--- src/rtl/traffic_phase_sequencer.sv ---
// Fixed-phase intersection sequencer (LEFT -> THRU -> YELL -> WALK) with a 1 s tick and per-head countdowns.
// Optional build macro NIGHT_FLASH_EN adds the Night input and a FLASH state entered at the end of WALK.
`timescale 1ns/1ps

module traffic_phase_sequencer #(
    parameter int TSize          = 4,
    parameter int PSize          = 4,
    parameter int ClockPeriod_ns = 20,
    parameter int TickPeriod_ns  = 1_000_000_000,
    parameter int TLeft          = 5,
    parameter int TThru          = 9,
    parameter int TYellow        = 3,
    parameter int TWalk          = 7,
    parameter int SwapSec        = 3
) (
    input  logic             Clock,
    input  logic             nReset,
`ifdef NIGHT_FLASH_EN
    input  logic             Night,
`endif
    output logic [1:0]       TLight,
    output logic [1:0]       TMLight,
    output logic [1:0]       TRLight,
    output logic             PLight,
    output logic [TSize-1:0] TLsec,
    output logic [TSize-1:0] TMsec,
    output logic [TSize-1:0] TRsec,
    output logic [PSize-1:0] PLsec,
    output logic [PSize-1:0] PRsec,
    output logic             TPswitch
);

    localparam int DivN = TickPeriod_ns / ClockPeriod_ns;
    localparam int DivW = (DivN > 1) ? $clog2(DivN) : 1;
    localparam logic [DivW-1:0] DIV_LAST = DivW'((DivN > 0) ? DivN - 1 : 0);

    localparam logic [7:0] D_LEFT = 8'(TLeft);
    localparam logic [7:0] D_THRU = 8'(TThru);
    localparam logic [7:0] D_YELL = 8'(TYellow);
    localparam logic [7:0] D_WALK = 8'(TWalk);

    localparam logic [9:0] T_LEFT10 = 10'(TLeft);
    localparam logic [9:0] T_THRU10 = 10'(TThru);
    localparam logic [9:0] T_YELL10 = 10'(TYellow);
    localparam logic [9:0] T_WALK10 = 10'(TWalk);
    localparam logic [9:0] T_MAX10  = 10'((1 << TSize) - 1);
    localparam logic [9:0] P_MAX10  = 10'((1 << PSize) - 1);

    localparam bit          SWAP_EN   = (SwapSec > 0);
    localparam logic [15:0] SWAP_LAST = 16'((SwapSec > 0) ? SwapSec - 1 : 0);

    if (TLeft < 1 || TLeft > 255 || TThru < 1 || TThru > 255 ||
        TYellow < 1 || TYellow > 255 || TWalk < 1 || TWalk > 255) begin : g_bad_duration
        $error("traffic_phase_sequencer: every phase duration must be in 1..255");
    end
    if (DivN < 1) begin : g_bad_divider
        $error("traffic_phase_sequencer: TickPeriod_ns/ClockPeriod_ns must be at least 1");
    end
    if (TSize < 1 || TSize > 10 || PSize < 1 || PSize > 10) begin : g_bad_width
        $error("traffic_phase_sequencer: countdown widths must be in 1..10");
    end

    typedef enum logic [2:0] {
        PH_LEFT  = 3'd0,
        PH_THRU  = 3'd1,
        PH_YELL  = 3'd2,
`ifdef NIGHT_FLASH_EN
        PH_WALK  = 3'd3,
        PH_FLASH = 3'd4
`else
        PH_WALK  = 3'd3
`endif
    } phase_t;

    phase_t          phase_q, phase_d;
    logic [7:0]      rem_q, rem_d;
    logic [DivW-1:0] div_q, div_d;
    logic [15:0]     swap_q, swap_d;
    logic            tpsw_q, tpsw_d;
    logic            flash_q, flash_d;
    logic            tick;

    assign tick = (div_q == DIV_LAST);

    always_comb begin
        div_d   = tick ? '0 : div_q + DivW'(1);
        phase_d = phase_q;
        rem_d   = rem_q;
        flash_d = flash_q;
        if (tick) begin
            case (phase_q)
                PH_LEFT: begin
                    if (rem_q == 8'd1) begin
                        phase_d = PH_THRU;
                        rem_d   = D_THRU;
                    end else begin
                        rem_d = rem_q - 8'd1;
                    end
                end
                PH_THRU: begin
                    if (rem_q == 8'd1) begin
                        phase_d = PH_YELL;
                        rem_d   = D_YELL;
                    end else begin
                        rem_d = rem_q - 8'd1;
                    end
                end
                PH_YELL: begin
                    if (rem_q == 8'd1) begin
                        phase_d = PH_WALK;
                        rem_d   = D_WALK;
                    end else begin
                        rem_d = rem_q - 8'd1;
                    end
                end
                PH_WALK: begin
                    if (rem_q == 8'd1) begin
                        phase_d = PH_LEFT;
                        rem_d   = D_LEFT;
`ifdef NIGHT_FLASH_EN
                        // Night is only sampled here, at the WALK -> LEFT boundary.
                        if (Night) begin
                            phase_d = PH_FLASH;
                            rem_d   = 8'd0;
                            flash_d = 1'b0;
                        end
`endif
                    end else begin
                        rem_d = rem_q - 8'd1;
                    end
                end
`ifdef NIGHT_FLASH_EN
                PH_FLASH: begin
                    if (!Night) begin
                        phase_d = PH_LEFT;
                        rem_d   = D_LEFT;
                    end else begin
                        flash_d = ~flash_q;
                    end
                end
`endif
                default: begin
                    phase_d = PH_LEFT;
                    rem_d   = D_LEFT;
                end
            endcase
        end
    end

    always_comb begin
        swap_d = swap_q;
        tpsw_d = tpsw_q;
        if (tick && SWAP_EN) begin
            if (swap_q == SWAP_LAST) begin
                swap_d = 16'd0;
                tpsw_d = ~tpsw_q;
            end else begin
                swap_d = swap_q + 16'd1;
            end
        end
`ifdef NIGHT_FLASH_EN
        // The display selector restarts from traffic when flashing resumes normal operation.
        if (phase_d == PH_FLASH) begin
            swap_d = 16'd0;
            tpsw_d = 1'b0;
        end
`endif
    end

    always_ff @(posedge Clock or negedge nReset) begin
        if (!nReset) begin
            phase_q <= PH_LEFT;
            rem_q   <= D_LEFT;
            div_q   <= '0;
            swap_q  <= 16'd0;
            tpsw_q  <= 1'b0;
            flash_q <= 1'b0;
        end else begin
            phase_q <= phase_d;
            rem_q   <= rem_d;
            div_q   <= div_d;
            swap_q  <= swap_d;
            tpsw_q  <= tpsw_d;
            flash_q <= flash_d;
        end
    end

    function automatic logic [TSize-1:0] sat_t(input logic [9:0] v);
        if (v > T_MAX10) return T_MAX10[TSize-1:0];
        return v[TSize-1:0];
    endfunction

    function automatic logic [PSize-1:0] sat_p(input logic [9:0] v);
        if (v > P_MAX10) return P_MAX10[PSize-1:0];
        return v[PSize-1:0];
    endfunction

    logic [9:0] rem10;
    logic [9:0] tl_sum, tm_sum, p_sum;
    logic [1:0] tl_light, tm_light;
    logic       p_light;

    assign rem10 = {2'b00, rem_q};

    // Each countdown extends through the following phases in which that head holds its state.
    always_comb begin
        tl_light = 2'b00;
        tm_light = 2'b00;
        p_light  = 1'b0;
        tl_sum   = rem10;
        tm_sum   = rem10;
        p_sum    = rem10;
        case (phase_q)
            PH_LEFT: begin
                tl_light = 2'b10;
                p_sum    = rem10 + T_THRU10 + T_YELL10;
            end
            PH_THRU: begin
                tm_light = 2'b10;
                tl_sum   = rem10 + T_YELL10 + T_WALK10;
                p_sum    = rem10 + T_YELL10;
            end
            PH_YELL: begin
                tm_light = 2'b01;
                tl_sum   = rem10 + T_WALK10;
            end
            PH_WALK: begin
                p_light = 1'b1;
                tm_sum  = rem10 + T_LEFT10;
            end
`ifdef NIGHT_FLASH_EN
            PH_FLASH: begin
                tl_light = 2'b11;
                tm_light = flash_q ? 2'b11 : 2'b01;
                tl_sum   = 10'd0;
                tm_sum   = 10'd0;
                p_sum    = 10'd0;
            end
`endif
            default: begin
                tl_light = 2'b00;
            end
        endcase
    end

    assign TLight   = tl_light;
    assign TMLight  = tm_light;
    assign TRLight  = tm_light;
    assign PLight   = p_light;
    assign TLsec    = sat_t(tl_sum);
    assign TMsec    = sat_t(tm_sum);
    assign TRsec    = sat_t(tm_sum);
    assign PLsec    = sat_p(p_sum);
    assign PRsec    = sat_p(p_sum);
    assign TPswitch = tpsw_q;

endmodule

--- config.mk ---
export PLATFORM = sky130hd
export DESIGN_NAME = traffic_phase_sequencer
export DESIGN_NICKNAME = d
export VERILOG_FILES = /design/src/rtl/traffic_phase_sequencer.sv
export SDC_FILE = /design/constraint.sdc
export NUM_CORES = 1
export LEC_CHECK = 0
export ABC_AREA = 1
export BUFFER_PORTS_ARGS = -buffer_cell sky130_fd_sc_hd__buf_4
export CORE_ASPECT_RATIO = 1.4
export CORE_UTILIZATION = 40
export CTS_CLUSTER_SIZE = 8
export DETAILED_ROUTE_END_ITERATION = 12
export MAX_ROUTING_LAYER = met4
export PLACE_DENSITY = 0.59
export SYNTH_ARGS = -nofsm -noshare
export SYNTH_HDL_FRONTEND = slang
export SYNTH_SLANG_ARGS = --single-unit
--- constraint.sdc ---
create_clock -name Clock -period 2.2 [get_ports Clock]
set_input_delay 0.11 -clock Clock [delete_from_list [all_inputs] [get_ports Clock]]
set_output_delay 0.11 -clock Clock [all_outputs]
set_load 0.05 [all_outputs]
==> results.cfg, run 1 <==
[critical_path]
path_max_fanout = 5
worstPathRequired_ns = 2.09
r2r_slack_ns = 0.21
critical_path_class = reg -> out
worst_setup_path_end_kind = primary output
start_kind = register
arrival_ns = 2.27

[clock_tree]
root_buffer = clkbuf_16
cts_tree = done
clk_pin_slew_ns = 0.07
numClockSinks = 53
clkLatencyLatePin_ns = 0.30
cts-buffers-inserted = 5
h-tree-depth = 2
cts_buffer_depth = 2

[route]
wirelength_um = 10550
drtIter0Drc = 192
dr_total_vias = 3756
vias_per_cell = 5.224
dr.pass1.iters = 5
ant_nets = 0
drc = 0
wl_per_cell_um = 14.67

[die]
core_area_sq_um = 9899
start_util = 0.4103
die_h_um = 121.2
rows = 43
pin_count = 30
die_w_um = 87.16
die-area_sq_um = 10570

[synth]
syn-cell-area_sq_um = 4061
synthArstFlopShare = 1.000
synth_warnings = 0
synth-seq-cells = 53
synth_ff_type = dfrtp_1
ys_seq_area_frac = 0.3272
synth.net_count = 566
synth.distinct_cells = 50
synth_edf_count = 0
avgSynthCellArea_sq_um = 7.384
syn_inst = 550

[run_status]
status = complete, but fails checks
failed_checks = negative setup slack

[hold_path]
hold_class = in -> async

[pwr]
leakagePower_uw = 0.002244
p_int_uw = 1430
p_per_area_nw_per_um2 = 371.9
p_total_uw = 1808
sw_frac_of_total = 0.2093
peakVddDrop_uv = 363.4
power_frac_comb = 0.013
p_sw_uw = 378.4
seq_power_share = 0.539
power.share.clock = 0.448

[timing]
post-route-period-util = 1.084
maxSlewHeadroom = 0.5554
rsz0062_at_grt = true
setup_viol_count_final = 20
worst_slew_pin_slew_ns = 0.6670
fin_ws_ns = -0.1838
hold_viol_final = 0
finalMaxSlewViolations = 0
fin_skew_ns = 0.005583
max_freq_ghz = 0.4195
post-route-min-period_ns = 2.384
holdWs_ns = 0.3743

[final_layout]
area_growth_pct = 19.72
antenna_cells = 0
nets = 599
post_route_cells_drive_above_1_share = 0.2295

[place]
place_hpwl_um = 7875
portBuffers = 28
place_ws_ns = 0.03004
gp_congestion = 0.9000

[grt]
grt_start_max_net_pins = 54
track_usage = 0.2168
grt_pass1_vias = 3658
antenna_found_initial = 0
grt_pass1_wl_um = 17270
grt.overflow.total = 0

[flow_run]
maxCapViolCount = 0
==> cells in the final DEF (no fill, tap or decap), types with 12 or more instances in the layout <==
master   instances
nand4_1         17
dfrtp_1         50
a21oi_1         16
nor3_1          16
xor2_1          22
nand2_1        106
inv_1           59
nand3_1         29
buf_4           27
nand2_2         12
nor2_1          55
o21ai_1         28
buf_6           18
==> cells in the mapped netlist (2+ instances only) <==
cell      count  area share
xnor2_1       6       0.013
nor2_4        5       0.014
nand3_1      35       0.043
nor4_1        5      0.0077
inv_2         5      0.0046
o31ai_1       3      0.0055
buf_4        14       0.026
nor3b_2       3      0.0092
nor2_2        4      0.0062
xor2_1       23       0.050
nor3b_1       2      0.0037
nor4_2        2      0.0062
buf_6         5       0.014
nor3_1       16       0.020
o21ai_1      24       0.030
dfrtp_1      51        0.31
o21a_1        3      0.0055
o221ai_1      2      0.0043
nand2_1     114        0.11
nor3_2        4      0.0099
nand2_2       4      0.0062
o211ai_1      3      0.0055
dfstp_2       2       0.013
nand4_1      17       0.026
nand3_2       5       0.012
o21ai_0      13       0.016
nor2_1       59       0.055
a211oi_1      2      0.0037
inv_1        63       0.058
a31oi_1       2      0.0031
buf_2         4      0.0049
nand2_4       4       0.011
ha_1         14       0.043
a21oi_1      16       0.020
==> metrics by stage <==
step,utilization,area [sq um],cells,setup TNS [ns]
5_1_grt,0.4912,4862,719,-5.123
2_1_floorplan,-,4118,550,-0.7854
4_1_cts,0.4794,4746,715,-2.200
3_5_place_dp,0.4412,4368,698,0
3_3_place_gp,0.4412,4368,698,0
6_report,0.4912,4862,719,-3.107
==> power groups by stage <==
stage | Combinational (uW) | Sequential (uW) | Clock [uW]
after floorplan | 5.09 | 993 | 0
after global placement | 24.8 | 993 | 0
after detailed placement | 25.4 | 993 | 0
after CTS | 26.3 | 974 | 839
after global routing | 29.7 | 973 | 872
final | 24.3 | 974 | 810
==> routing by layer <==
metal  GRT usage  wire length, um  part of all wire  up-vias
met5           -                0                 0        -
met3     0.02041              341             0.032       24
li1            -                -                 -     1862
met4      0.1107              360             0.034        0
met2      0.3853             5535              0.52      111
met1      0.2384             4314              0.41     1759
==> final timing paths <==
kind,cells after the start,to,startpoint
setup reg to reg,9,rem_q[5],rem_q[2]
hold / removal,2,swap_q[14],nReset
setup / recovery,9,PRsec[3],rem_q[2]
max in group asynchronous,2,rem_q[3],nReset
min in group Clock,1,TPswitch,TPswitch
hold reg to reg,1,TPswitch,TPswitch
==> sequential cells by signal, summed over array words and instances (netlist names) <==
register / cells
div_q: 26
swap_q: 16
rem_q: 8
phase_q: 2
TPswitch: 1
==> layout make-up <==
| class | count | area [sq um] |
|---|---|---|
| Inverter | 71 | 279.0 |
| Sequential cell | 53 | 1330 |
| Clock inverter | 2 | 13.76 |
| Tap cell | 135 | 168.9 |
| Multi-Input combinational cell | 402 | 2446 |
| Clock buffer | 6 | 138.9 |
| Timing Repair Buffer | 50 | 485.5 |
| Fill cell | 1041 | 5037 |
==> critical path, cell delays in order (launching register included) <==
cell and delay, ns:
dfstp_2 0.59, clkinvlp_4 0.23, ha_4 0.25, o21ai_1 0.12
o21ai_1 0.08, nor2_1 0.09, a21oi_1 0.09, nor2_2 0.14
nand4_1 0.19, buf_6 0.21
==> cells by family after synthesis <==
family	Yosys count	share of synthesized area
adder cells (fa/ha/maj)	14	0.04313
AND/OR/NAND/NOR	282	0.3432
flip-flops	53	0.3272
buffers and inverters	95	0.1128
other	1	0.0009233
AO/OA/AOI/OAI	76	0.1103
XOR/XNOR	29	0.06254
==> timing repair <==
action | CTS | global route
gates resized for setup | 41 | 19
hold buffers | 1 | 0
pin swaps | 14 | 8
hold endpoints to repair | 51 | 0
buffers inserted | 8 | 4
setup endpoints to repair | 20 | 20
(Power assumes the default switching activity.)
==> run 2: changes to the inputs <==
--- a/config.mk
+++ b/config.mk
@@ -7,12 +7,14 @@
 export LEC_CHECK = 0
 export ABC_AREA = 1
 export BUFFER_PORTS_ARGS = -buffer_cell sky130_fd_sc_hd__buf_4
-export CORE_ASPECT_RATIO = 1.4
+export CORE_ASPECT_RATIO = 1.25
 export CORE_UTILIZATION = 40
+export CTS_BUF_LIST = sky130_fd_sc_hd__clkbuf_4
 export CTS_CLUSTER_SIZE = 8
 export DETAILED_ROUTE_END_ITERATION = 12
 export MAX_ROUTING_LAYER = met4
 export PLACE_DENSITY = 0.59
+export SLEW_MARGIN = 25
 export SYNTH_ARGS = -nofsm -noshare
 export SYNTH_HDL_FRONTEND = slang
 export SYNTH_SLANG_ARGS = --single-unit
==> results.cfg, run 2 (synthesized netlist as in run 1, its figures left out) <==
[grt]
antenna_found_initial = 1
grt.overflow.total = 0
track_usage = 0.2194
grt_pass1_wl_um = 17760
grt_pass1_vias = 3713
grt_start_max_net_pins = 54

[final_layout]
fin_util = 0.4940
largest_reg_flops = 26
area_growth_pct = 18.70
nets = 601
most-common-layout-cells = nand2_1 (100), inv_1 (56), nor2_1 (56), dfrtp_1 (49), buf_4 (31)
post_route_cells_drive_above_1_share = 0.2513
final_common_cell = nand2_1
nFillCells = 988
largestRegisters = div_q: 26 flops, swap_q: 16 flops, rem_q: 8 flops
top_register = div_q
final_cells = 712

[route]
dr_total_vias = 3736
wl_per_cell_um = 14.65
ant_nets = 0
wl_met3_um = 341
routed.top_layer = met4
wirelength_um = 10430
drc = 0
drtIter0Drc = 192
vias_per_cell = 5.247
dr.pass1.iters = 4
wl_met1_um = 4301
wl_met2_um = 5441

[critical_path]
arrival_ns = 2.34
crit_chain = buf_4 -> nor2_1 -> nor2_1 -> nand3_1 -> nand2_1 -> nand2_1 -> nor2_2 -> nand3_1 -> nand2_2 -> buf_4 -> nand3_4 -> buf_6
path_delay_family = simple AND/OR/NAND/NOR gates
worst-path-buf-inv = 3
critical_path_class = reg -> out
cpMaxStageDelayCell = dfstp_2
max_stage_delay_ns = 0.62
worstPathRequired_ns = 2.09
r2r_slack_ns = 0.24
worst_setup_path_end_kind = primary output
start_kind = register
path_max_fanout = 5

[die]
rows = 40
die_h_um = 114.7
start_util = 0.4162
pin_count = 30
die_w_um = 92.13
core_area_sq_um = 9759
die-area_sq_um = 10560

[timing]
fin_skew_ns = 0.01515
finalMaxSlewViolations = 0
rsz0062_at_grt = true
holdWs_ns = 0.2857
post-route-min-period_ns = 2.446
setup_viol_count_final = 20
worst_slew_pin_slew_ns = 0.6734
hold_viol_final = 0
max_freq_ghz = 0.4089
fin_ws_ns = -0.2458
post-route-period-util = 1.112
maxSlewHeadroom = 0.5510

[clock_tree]
root_buffer = clkbuf_4
clkLatencyLatePin_ns = 0.38
cts_tree = done
clk_pin_slew_ns = 0.16
cts_buffer_depth = 2
h-tree-depth = 2
numClockSinks = 53
cts-buffers-inserted = 5

[run_status]
status = complete, but fails checks
failed_checks = negative setup slack

[place]
portBuffers = 28
place_ws_ns = 0.07413
place_hpwl_um = 7903
dp.cells = 689
gp_congestion = 0.8985

[hold_path]
hold_class = in -> async

[flow_run]
maxCapViolCount = 0

[pwr]
p_total_uw = 1539
p_per_area_nw_per_um2 = 319.3
peakVddDrop_uv = 342.2
leakagePower_uw = 0.002223
## run 2: power breakdown
| group | switching [uW] | internal (uW) |
|---|---|---|
| Combinational | 22.4 | 2.33 |
| Clock | 308 | 232 |
| Sequential | 0 | 975 |
| Total | 330 | 1210 |
## run 2: area by class of cell
type	instances	area, sq um	share of cell area
well taps	126	157.7	0.03270
repair buffers	52	494.2	0.1025
multi-input cells	402	2485	0.5154
clock inverters	2	35.03	0.007267
diodes	1	2.502	0.0005191
clock buffers	5	37.54	0.007786
inverters	71	277.8	0.05762
flip-flops and latches	53	1331	0.2761
## run 2: worst paths after layout
kind	from	to	cells past startpoint
setup / recovery	rem_q[0]	PRsec[1]	12
hold / removal	nReset	div_q[4]	2
setup reg to reg	div_q[0]	rem_q[5]	12
hold reg to reg	TPswitch	TPswitch	1
max in group asynchronous	nReset	rem_q[3]	2
min in group Clock	TPswitch	TPswitch	1
## run 2: per-stage QoR
step                      area (sq um)  TNS, ns
final                             4821   -4.159
after global routing              4821   -7.186
after CTS                         4642   -3.444
after detailed placement          4357        0
after global placement            4357        0
after floorplan                   4118  -0.7854
## run 2: routing by layer
metal,global-route usage,vias to the layer above
li1,-,1857
met2,0.3826,92
met3,0.02922,28
met5,-,-
met4,0.1000,0
met1,0.2498,1759
## run 2: repair_timing
item                       in CTS  in global routing
setup endpoints to repair      20                 20
pin swaps                       8                 17
hold buffers                    1                  0
buffers inserted                7                  7
resized for setup              47                 31
hold endpoints to repair       51                  0
gates cloned                    0                  0
